## src/rtl/data_bus_bridge_if.sv

```systemverilog
// Load/store bus bundle between the core, the bridge, the data RAM and the GEMM register window.
// The slave modport is the bridge's view; master is the view of everything around it.
interface data_bus_bridge_if #(
  parameter int RAM_AW = 12
);
  logic              cs;
  logic              mem_rd_wr;
  logic [3:0]        mask;
  logic [31:0]       mem_addr;
  logic [31:0]       mem_write_data;
  logic [31:0]       mem_read_data;
  logic              mem_valid;
  logic              bus_err;
  logic              ram_en;
  logic [3:0]        ram_we;
  logic [RAM_AW-1:0] ram_addr;
  logic [31:0]       ram_wdata;
  logic [31:0]       ram_rdata;
  logic              per_req;
  logic              per_we;
  logic [11:0]       per_addr;
  logic [31:0]       per_wdata;
  logic [31:0]       per_rdata;
  logic              per_ack;

  modport slave (
    input  cs, mem_rd_wr, mask, mem_addr, mem_write_data, ram_rdata, per_rdata, per_ack,
    output mem_read_data, mem_valid, bus_err, ram_en, ram_we, ram_addr, ram_wdata,
           per_req, per_we, per_addr, per_wdata
  );

  modport master (
    output cs, mem_rd_wr, mask, mem_addr, mem_write_data, ram_rdata, per_rdata, per_ack,
    input  mem_read_data, mem_valid, bus_err, ram_en, ram_we, ram_addr, ram_wdata,
           per_req, per_we, per_addr, per_wdata
  );
endinterface

```

## src/rtl/data_bus_bridge.sv

```systemverilog
// Routes single-word core load/stores to data RAM or the GEMM register window, with
// fully registered outputs and error completion for unmapped or timed-out accesses.
module data_bus_bridge #(
  parameter logic [31:0] RAM_BYTES   = 32'h0000_4000,
  parameter int unsigned RAM_LATENCY = 1,
  parameter logic [31:0] PERIPH_BASE = 32'h8000_0000,
  parameter logic [31:0] PERIPH_MASK = 32'hFFFF_F000,
  parameter int unsigned TIMEOUT     = 16
) (
  input logic              clk,
  input logic              reset,
  data_bus_bridge_if.slave bus
);

  localparam int AW = $clog2(RAM_BYTES);

  typedef enum logic [2:0] {
    IDLE,
    RAM_ACC,
    RAM_WAIT,
    PER_REQ,
    RESP
  } state_t;

  state_t      state;
  logic [15:0] cnt;
  logic        rd_q;
  logic        from_ram_q;
  logic        unmapped_q;
  logic        timeout_q;
  logic [31:0] per_data_q;

  // Single FSM; every bus output is a register so no input reaches an output combinationally.
  always_ff @(posedge clk) begin
    if (reset) begin
      state             <= IDLE;
      cnt               <= '0;
      rd_q              <= 1'b0;
      from_ram_q        <= 1'b0;
      unmapped_q        <= 1'b0;
      timeout_q         <= 1'b0;
      per_data_q        <= '0;
      bus.mem_read_data <= '0;
      bus.mem_valid     <= 1'b0;
      bus.bus_err       <= 1'b0;
      bus.ram_en        <= 1'b0;
      bus.ram_we        <= '0;
      bus.ram_addr      <= '0;
      bus.ram_wdata     <= '0;
      bus.per_req       <= 1'b0;
      bus.per_we        <= 1'b0;
      bus.per_addr      <= '0;
      bus.per_wdata     <= '0;
    end else begin
      bus.mem_valid <= 1'b0;
      bus.bus_err   <= 1'b0;
      bus.ram_en    <= 1'b0;
      bus.ram_we    <= '0;

      case (state)
        IDLE: begin
          if (bus.cs) begin
            rd_q       <= bus.mem_rd_wr;
            cnt        <= '0;
            unmapped_q <= 1'b0;
            timeout_q  <= 1'b0;
            from_ram_q <= 1'b0;
            if (bus.mem_addr < RAM_BYTES) begin
              from_ram_q    <= 1'b1;
              bus.ram_en    <= 1'b1;
              bus.ram_we    <= bus.mem_rd_wr ? 4'b0000 : bus.mask;
              bus.ram_addr  <= bus.mem_addr[AW-1:2];
              bus.ram_wdata <= bus.mem_write_data;
              state         <= RAM_ACC;
            end else if ((bus.mem_addr & PERIPH_MASK) == PERIPH_BASE) begin
              bus.per_req   <= 1'b1;
              bus.per_we    <= ~bus.mem_rd_wr;
              bus.per_addr  <= bus.mem_addr[11:0];
              bus.per_wdata <= bus.mem_write_data;
              state         <= PER_REQ;
            end else begin
              // Unmapped requests idle one cycle in RAM_WAIT so they complete at n+2 like RAM hits.
              unmapped_q <= 1'b1;
              state      <= RAM_WAIT;
            end
          end
        end

        RAM_ACC: begin
          if (RAM_LATENCY == 1) begin
            state <= RESP;
          end else begin
            cnt   <= 16'(RAM_LATENCY - 2);
            state <= RAM_WAIT;
          end
        end

        RAM_WAIT: begin
          if (cnt == '0) state <= RESP;
          else           cnt   <= cnt - 16'd1;
        end

        PER_REQ: begin
          if (bus.per_ack) begin
            per_data_q  <= bus.per_rdata;
            bus.per_req <= 1'b0;
            state       <= RESP;
          end else if (cnt == 16'(TIMEOUT - 1)) begin
            timeout_q   <= 1'b1;
            bus.per_req <= 1'b0;
            state       <= RESP;
          end else begin
            cnt <= cnt + 16'd1;
          end
        end

        RESP: begin
          // RAM data is sampled here, RAM_LATENCY edges after the ram_en cycle.
          bus.mem_valid <= 1'b1;
          bus.bus_err   <= unmapped_q | timeout_q;
          if (unmapped_q)      bus.mem_read_data <= '0;
          else if (timeout_q)  bus.mem_read_data <= 32'hDEAD_BEEF;
          else if (!rd_q)      bus.mem_read_data <= '0;
          else if (from_ram_q) bus.mem_read_data <= bus.ram_rdata;
          else                 bus.mem_read_data <= per_data_q;
          state <= IDLE;
        end

        default: state <= IDLE;
      endcase
    end
  end

endmodule

```

## src/flat_wrapper.sv

```systemverilog
// flat-port wrapper written by rule: the top's interface ports become plain ports
module data_bus_bridge_flat 
#(
  parameter logic [31:0] RAM_BYTES   = 32'h0000_4000,
  parameter int unsigned RAM_LATENCY = 1,
  parameter logic [31:0] PERIPH_BASE = 32'h8000_0000,
  parameter logic [31:0] PERIPH_MASK = 32'hFFFF_F000,
  parameter int unsigned TIMEOUT     = 16
)
  (clk, reset, bus_cs, bus_mem_rd_wr, bus_mask, bus_mem_addr, bus_mem_write_data, bus_ram_rdata, bus_per_rdata, bus_per_ack, bus_mem_read_data, bus_mem_valid, bus_bus_err, bus_ram_en, bus_ram_we, bus_ram_addr, bus_ram_wdata, bus_per_req, bus_per_we, bus_per_addr, bus_per_wdata);
  data_bus_bridge_if #(.RAM_AW(12)) bus_i ();
  input logic clk;
  input logic reset;
  input wire logic [$bits(bus_i.cs)-1:0] bus_cs;
  input wire logic [$bits(bus_i.mem_rd_wr)-1:0] bus_mem_rd_wr;
  input wire logic [$bits(bus_i.mask)-1:0] bus_mask;
  input wire logic [$bits(bus_i.mem_addr)-1:0] bus_mem_addr;
  input wire logic [$bits(bus_i.mem_write_data)-1:0] bus_mem_write_data;
  input wire logic [$bits(bus_i.ram_rdata)-1:0] bus_ram_rdata;
  input wire logic [$bits(bus_i.per_rdata)-1:0] bus_per_rdata;
  input wire logic [$bits(bus_i.per_ack)-1:0] bus_per_ack;
  output wire logic [$bits(bus_i.mem_read_data)-1:0] bus_mem_read_data;
  output wire logic [$bits(bus_i.mem_valid)-1:0] bus_mem_valid;
  output wire logic [$bits(bus_i.bus_err)-1:0] bus_bus_err;
  output wire logic [$bits(bus_i.ram_en)-1:0] bus_ram_en;
  output wire logic [$bits(bus_i.ram_we)-1:0] bus_ram_we;
  output wire logic [$bits(bus_i.ram_addr)-1:0] bus_ram_addr;
  output wire logic [$bits(bus_i.ram_wdata)-1:0] bus_ram_wdata;
  output wire logic [$bits(bus_i.per_req)-1:0] bus_per_req;
  output wire logic [$bits(bus_i.per_we)-1:0] bus_per_we;
  output wire logic [$bits(bus_i.per_addr)-1:0] bus_per_addr;
  output wire logic [$bits(bus_i.per_wdata)-1:0] bus_per_wdata;
  assign bus_i.cs = bus_cs;
  assign bus_i.mem_rd_wr = bus_mem_rd_wr;
  assign bus_i.mask = bus_mask;
  assign bus_i.mem_addr = bus_mem_addr;
  assign bus_i.mem_write_data = bus_mem_write_data;
  assign bus_i.ram_rdata = bus_ram_rdata;
  assign bus_i.per_rdata = bus_per_rdata;
  assign bus_i.per_ack = bus_per_ack;
  assign bus_mem_read_data = bus_i.mem_read_data;
  assign bus_mem_valid = bus_i.mem_valid;
  assign bus_bus_err = bus_i.bus_err;
  assign bus_ram_en = bus_i.ram_en;
  assign bus_ram_we = bus_i.ram_we;
  assign bus_ram_addr = bus_i.ram_addr;
  assign bus_ram_wdata = bus_i.ram_wdata;
  assign bus_per_req = bus_i.per_req;
  assign bus_per_we = bus_i.per_we;
  assign bus_per_addr = bus_i.per_addr;
  assign bus_per_wdata = bus_i.per_wdata;
  data_bus_bridge #(.RAM_BYTES(RAM_BYTES), .RAM_LATENCY(RAM_LATENCY), .PERIPH_BASE(PERIPH_BASE), .PERIPH_MASK(PERIPH_MASK), .TIMEOUT(TIMEOUT)) u_core (.clk(clk), .reset(reset), .bus(bus_i));
endmodule
```

## config.mk

```make
export PLATFORM = sky130hd
export DESIGN_NAME = data_bus_bridge_flat
export DESIGN_NICKNAME = d
export VERILOG_FILES = /design/src/rtl/data_bus_bridge_if.sv /design/src/rtl/data_bus_bridge.sv /design/src/flat_wrapper.sv
export SDC_FILE = /design/constraint.sdc
export NUM_CORES = 1
export LEC_CHECK = 0
export ABC_CLOCK_PERIOD_IN_PS = 3450
export BUFFER_PORTS_ARGS = -buffer_cell sky130_fd_sc_hd__buf_2
export CORE_MARGIN = 2
export CORE_UTILIZATION = 30
export DETAILED_ROUTE_END_ITERATION = 10
export HOLD_SLACK_MARGIN = 0.06
export SYNTH_ARGS = -nofsm -noshare
export SYNTH_HDL_FRONTEND = slang
export SYNTH_SLANG_ARGS = --single-unit
```

## constraint.sdc

```tcl
create_clock -name clk -period 3.45 [get_ports clk]
set_input_delay 0.345 -clock clk [delete_from_list [all_inputs] [get_ports clk]]
set_output_delay 0.345 -clock clk [all_outputs]
set_load 0.02 [all_outputs]
```

# Word-level counts from Yosys, hierarchy flattened
# Index checks and enable logic that the tools add are counted.
[word_totals]
ramBits = 0
in_bits = 137
ff_bits = 184
wordCells = 87
out_inout_bits = 129
latch_bits = 0
memories = 0
romBits = 0
[op_classes]
order_cmp = 1
mul = 0
n_reduce_logical = 15
muxes = 30
shift = 0
n_eq_ne = 15
div_mod_pow = 0
bitwise = 6
add_sub_neg = 2
[op_table]
columns = ["operator", "count"]
rows = [
  ["32-bit 2-to-1 mux", 4],
  ["16-bit 2-to-1 mux", 4],
  ["16-bit case mux with 3 select lines", 1],
  ["32-bit by 15-bit < comparator with 1-bit output (second input constant)", 1],
  ["20-bit equality test (second input constant)", 1],
  ["16-bit by 1-bit adder with 16-bit output (second input constant)", 1],
  ["16-bit by 4-bit equality test with 1-bit output (second input constant)", 1],
  ["16-bit logical NOT", 1],
  ["16-bit by 1-bit subtractor with 16-bit output (second input constant)", 1],
  ["3-bit 2-to-1 mux", 5],
  ["1-bit 2-to-1 mux", 13],
  ["3-bit case mux with 4 select lines", 1],
  ["2-bit != test (second input constant)", 5],
  ["5-bit AND reduction", 2],
  ["4-bit AND reduction", 2],
  ["3-bit by 2-bit equality test with 1-bit output (second input constant)", 2],
  ["2-bit by 1-bit != test with 1-bit output (second input constant)", 3],
  ["3-bit AND reduction", 2],
  ["1-bit NOT", 5],
  ["5-bit OR reduction", 1],
  ["1-bit case mux with 2 select lines", 2],
  ["2-bit AND reduction", 2],
  ["3-bit by 1-bit equality test with 1-bit output (second input constant)", 1],
  ["3-bit equality test (second input constant)", 1],
  ["other kinds (7)", 7],
]

# Logic depth before layout (Yosys ltp)
[logic_depth]
depth_word = 5
ltp_mapped = 12

# Least setup slack after synthesis
# Ideal clock, no wire load.
[synth_path]
path_type = "register -> register"
startpoint = "register u_core.state[1]"
endpoint = "register u_core.cnt[12]"
arrival_ns = 3.109
period_less_slack_ns = 3.246
path_stages_with_launch = 12
setup_slack_ns = 0.204
path_cell_list = "dfxtp_1 -> clkbuf_1 -> nor2b_1 -> clkbuf_1 -> nand2_1 -> fa_1 -> nand3_1 -> a211oi_1 -> o311ai_0 -> mux2i_1 -> a2111oi_0 -> o32ai_1"
[synth_between]
elab_chain_len = 3
word_cells_on_any_way = 10
classes_between = "eq/ne (6); mux (1); reduce/logical (3)"
[synth_rtl]
columns = ["element", "line", "source"]
rows = [
  ["start: declaration", "data_bus_bridge.sv:25", "state_t state;"],
  ["start signal: assignment", "data_bus_bridge.sv:36", "state <= IDLE;"],
  ["start signal: assignment", "data_bus_bridge.sv:74", "state <= RAM_ACC;"],
  ["start signal: assignment", "data_bus_bridge.sv:80", "state <= PER_REQ;"],
  ["3-bit by 2-bit equality test with 1-bit output / 3-bit logical NOT (equally long branches)", "data_bus_bridge.sv:60", "case (state)"],
  ["2-bit != test (no line) / 3-bit nonzero test (equally long branches)", "--", ""],
  ["5-bit AND reduction (no line)", "--", ""],
  ["end signal: assignment", "data_bus_bridge.sv:93", "cnt <= 16'(RAM_LATENCY - 2);"],
  ["end signal: assignment", "data_bus_bridge.sv:100", "else cnt <= cnt - 16'd1;"],
  ["end signal: assignment", "data_bus_bridge.sv:113", "cnt <= cnt + 16'd1;"],
  ["end: declaration", "data_bus_bridge.sv:26", "logic [15:0] cnt;"],
]
# Parallel ways exist; a longest one is shown, timed or not.
# A chain may end at the register's enable or synchronous reset.

# Worst setup path in the final report
# Same ends and word-level chain as after synthesis.

==> run metrics <==
Clk pwr share roughly a third; max incr delay on CP 0.55 ns; gpl congestion 0.777; Final #Nets 1368; arrival time at the worst endpoint 3.31 ns; PortBufs 265; placed cells 1536; switching share of power 34.2%; Worst Skew about 0.018 ns; vias per cell 4.82; Vias 7575; Crit. End Element flip-flop; final worst-path cycle share 87.4%; synthesis-stage register bit count 184; area leader, netlist dfxtp_1; Achievable Freq approximately 330 MHz; # clock sinks between 150 and 200; Std-Cell Rows 60; Crit Path Class flip-flop to flip-flop; Syn Std Cell Area 8150 µm²; total iterations of the first detailed-routing run 4; crit path cell chain nor2b_1 > nand2_2 > fa_1 > nand3_1 > a211oi_1 > o311ai_1 > mux2i_1 > a2111oi_0 > o32ai_1; Mapped Nets 1137; CP max FO 16; HP Start bus_mask[1]; DRC 0; Die ar. 28500 µm²; Comb pwr share a little over a quarter; Reg power frac 39.0%; final setup fails 0; io pins 266; Core ar. 26800 µm²; layout cells sized above 1 34.3%; post-DP HPWL 16.5 mm; internal power 3.85 mW; peak supply drop between 0.3 and 0.4 mV; clk slew on worst S/H paths 0.08 ns; CTS tree yes; R2R cell count 9; Pwr Density 570 nW/µm²; Warnings, synthesis 0; slowest stage cell, crit path fa_1; Avg WL per Cell approximately 15 µm; max cap viols 0; Clock Tree Root clkbuf_16; unrepaired setup endpoints after global routing false; Initial Utilization 30.4%; gr usage total 16.7%; clk_lat worst skew 0.44 ns; vias in the first global route 7334; Leak Pwr 4.25 nW; Worst setup SP type flip-flop; fin. max-slew vios 0; Post-Syn Area per Cell 8.29 µm²; Iter 0 DRT Violations 388; sequential fraction of the synthesis area 45.2%; delay-heaviest family, CP compound AO/OA/AOI/OAI gates; Main synth FF type dfxtp_1; CP Launch Point u_core.state[1]; fin cells 1570; cts hold-fix bufs 0; largest net degree at the start of global routing 130; clock period minus worst slack 3.02 ns; CP Buf/Inv Count 0; ANT nets after route 0; hold path depth 2; chip height between 150 and 200 µm; gr ovfl total 0; R2R Path Start u_core.state[1]; status finished, final reports clean; share of the synthesized area in the top cell type 45.2%; Critical Path RT 3.75 ns; Worst slew margin 52.5%; global-route wire length before repair 38.3 mm; top cells by count, synth nand2_1, dfxtp_1, a21oi_1; H-tree levels 4; initial antenna violation count 3; Stages on worst setup path 9; cell count after synthesis 983; Synth async-reset ratio 0%; top cells by area, synth dfxtp_1, nand2_1, a21oi_1; switching power 2.00 mW; post-CTS setup buffer count 0; Slew @ Worst Pin 0.713 ns; Syn-to-layout area delta 25.9%; Fin Setup TNS 0 ns; Max clock buf depth 2; Fin. Hold Viols 0; worst min-delay path class input pin to flip-flop; count leader, synth nand2_1; final WL 23.9 mm; number of CTS-inserted buffers 17; Synth cell types 63; Die Width 169 µm; Post-synth EDFFs 0
## placed cells by master, fill, tap and decap left out, drive strengths merged, types with 5 or more instances in the layout
master / count
and2: 7
clkinv: 8
buf: 283
clkbuf: 18
o21ai: 5
ha: 16
nor3: 14
xnor2: 5
a21o: 6
inv: 14
a21oi: 190
nor4: 8
mux2: 32
and3: 5
nand3: 13
dfxtp: 184
nand2: 260
a22oi: 14
nor2: 83
xor2: 5
a211oi: 5
## power by group through the flow
stage	clock network [mW]	logic [mW]	registers, mW
2_1_floorplan	0	1.21	2.29
6_report	1.97	1.60	2.28
4_1_cts	2.04	1.60	2.28
3_5_place_dp	0	1.59	2.33
3_3_place_gp	0	1.59	2.33
5_1_grt	2.12	1.79	2.29
## metal layers
metal | global-route usage (%) | wire (µm) | vias to the layer above
met2 | 28.1 | 11000 | 250
li1 | - | - | 3808
met4 | 4.72 | 378 | 2
met1 | 20.2 | 10600 | 3494
met3 | 5.63 | 1920 | 21
met5 | 0 | 7 | -
## kinds of logic (layout without fill, tap and decap cells)
group           count (synthesis)  count (layout)  synth area share (%)
other cells                     0               2                     0
simple gates                  412             412                  22.1
compound gates                246             246                  18.9
flops                         184             184                  45.2
mux                            35              35                  4.79
fa+ha+maj                      17              17                  2.70
xor+xnor                       10              10                  1.08
buf+inv                        79             323                  5.25
## flip-flops by register name, summed over array words and instances (netlist names)
register and flops:
u_core.bus.per_addr 12, u_core.from_ram_q 1, u_core.bus.per_req 1, u_core.bus.ram_wdata 32, u_core.bus.bus_err 1, u_core.bus.per_wdata 32
u_core.rd_q 1, u_core.state 3, u_core.bus.mem_valid 1, u_core.per_data_q 32, u_core.bus.ram_addr 12, u_core.bus.ram_en 1
u_core.unmapped_q 1, u_core.timeout_q 1, u_core.bus.mem_read_data 32, u_core.bus.per_we 1, u_core.cnt 16, u_core.bus.ram_we 4
## final timing paths
path / end / slack [ns]
worst max register to register: u_core.cnt[12] / 0.43
worst min-delay path: u_core.bus.ram_we[1] / 0.11
worst min register to register: u_core.per_data_q[29] / 0.45
worst max-delay path: u_core.cnt[12] / 0.43
## repair_timing
item	CTS	global route
endpoints found under the setup margin	0	2
endpoints found under the hold margin	0	0
gates resized for setup	0	2
## metrics by stage
step	power (mW)	setup WS (ns)	util (%)	area, µm²	hold WS (ns)
floorplan	3.50	0.204	-	8150	0.434
global placement	3.91	0.195	36.0	9660	0.437
detailed placement	3.92	0.123	36.0	9660	0.442
CTS	5.92	0.115	38.2	10300	0.0922
global route	6.21	0.0955	38.3	10300	0.0901
finish	5.85	0.434	38.3	10300	0.112
## cell type report
class / count / area (µm²)
Antenna cell: 2 / 5.00
Inverter: 8 / 30.0
Fill cell: 2780 / 16500
Clock buffer: 18 / 429
Tap cell: 341 / 427
Clock inverter: 14 / 161
Timing Repair Buffer: 283 / 1480
Multi-Input combinational cell: 720 / 4040
Sequential cell: 184 / 3680
## worst register-to-register path, cell delays in order (launching register included)
cell and delay [ns]:
dfxtp_1 0.51, nor2b_1 0.24, nand2_2 0.28, fa_1 0.55, nand3_1 0.15, a211oi_1 0.11
o311ai_1 0.40, mux2i_1 0.12, a2111oi_0 0.40, o32ai_1 0.12
(Power assumes the default switching activity.)
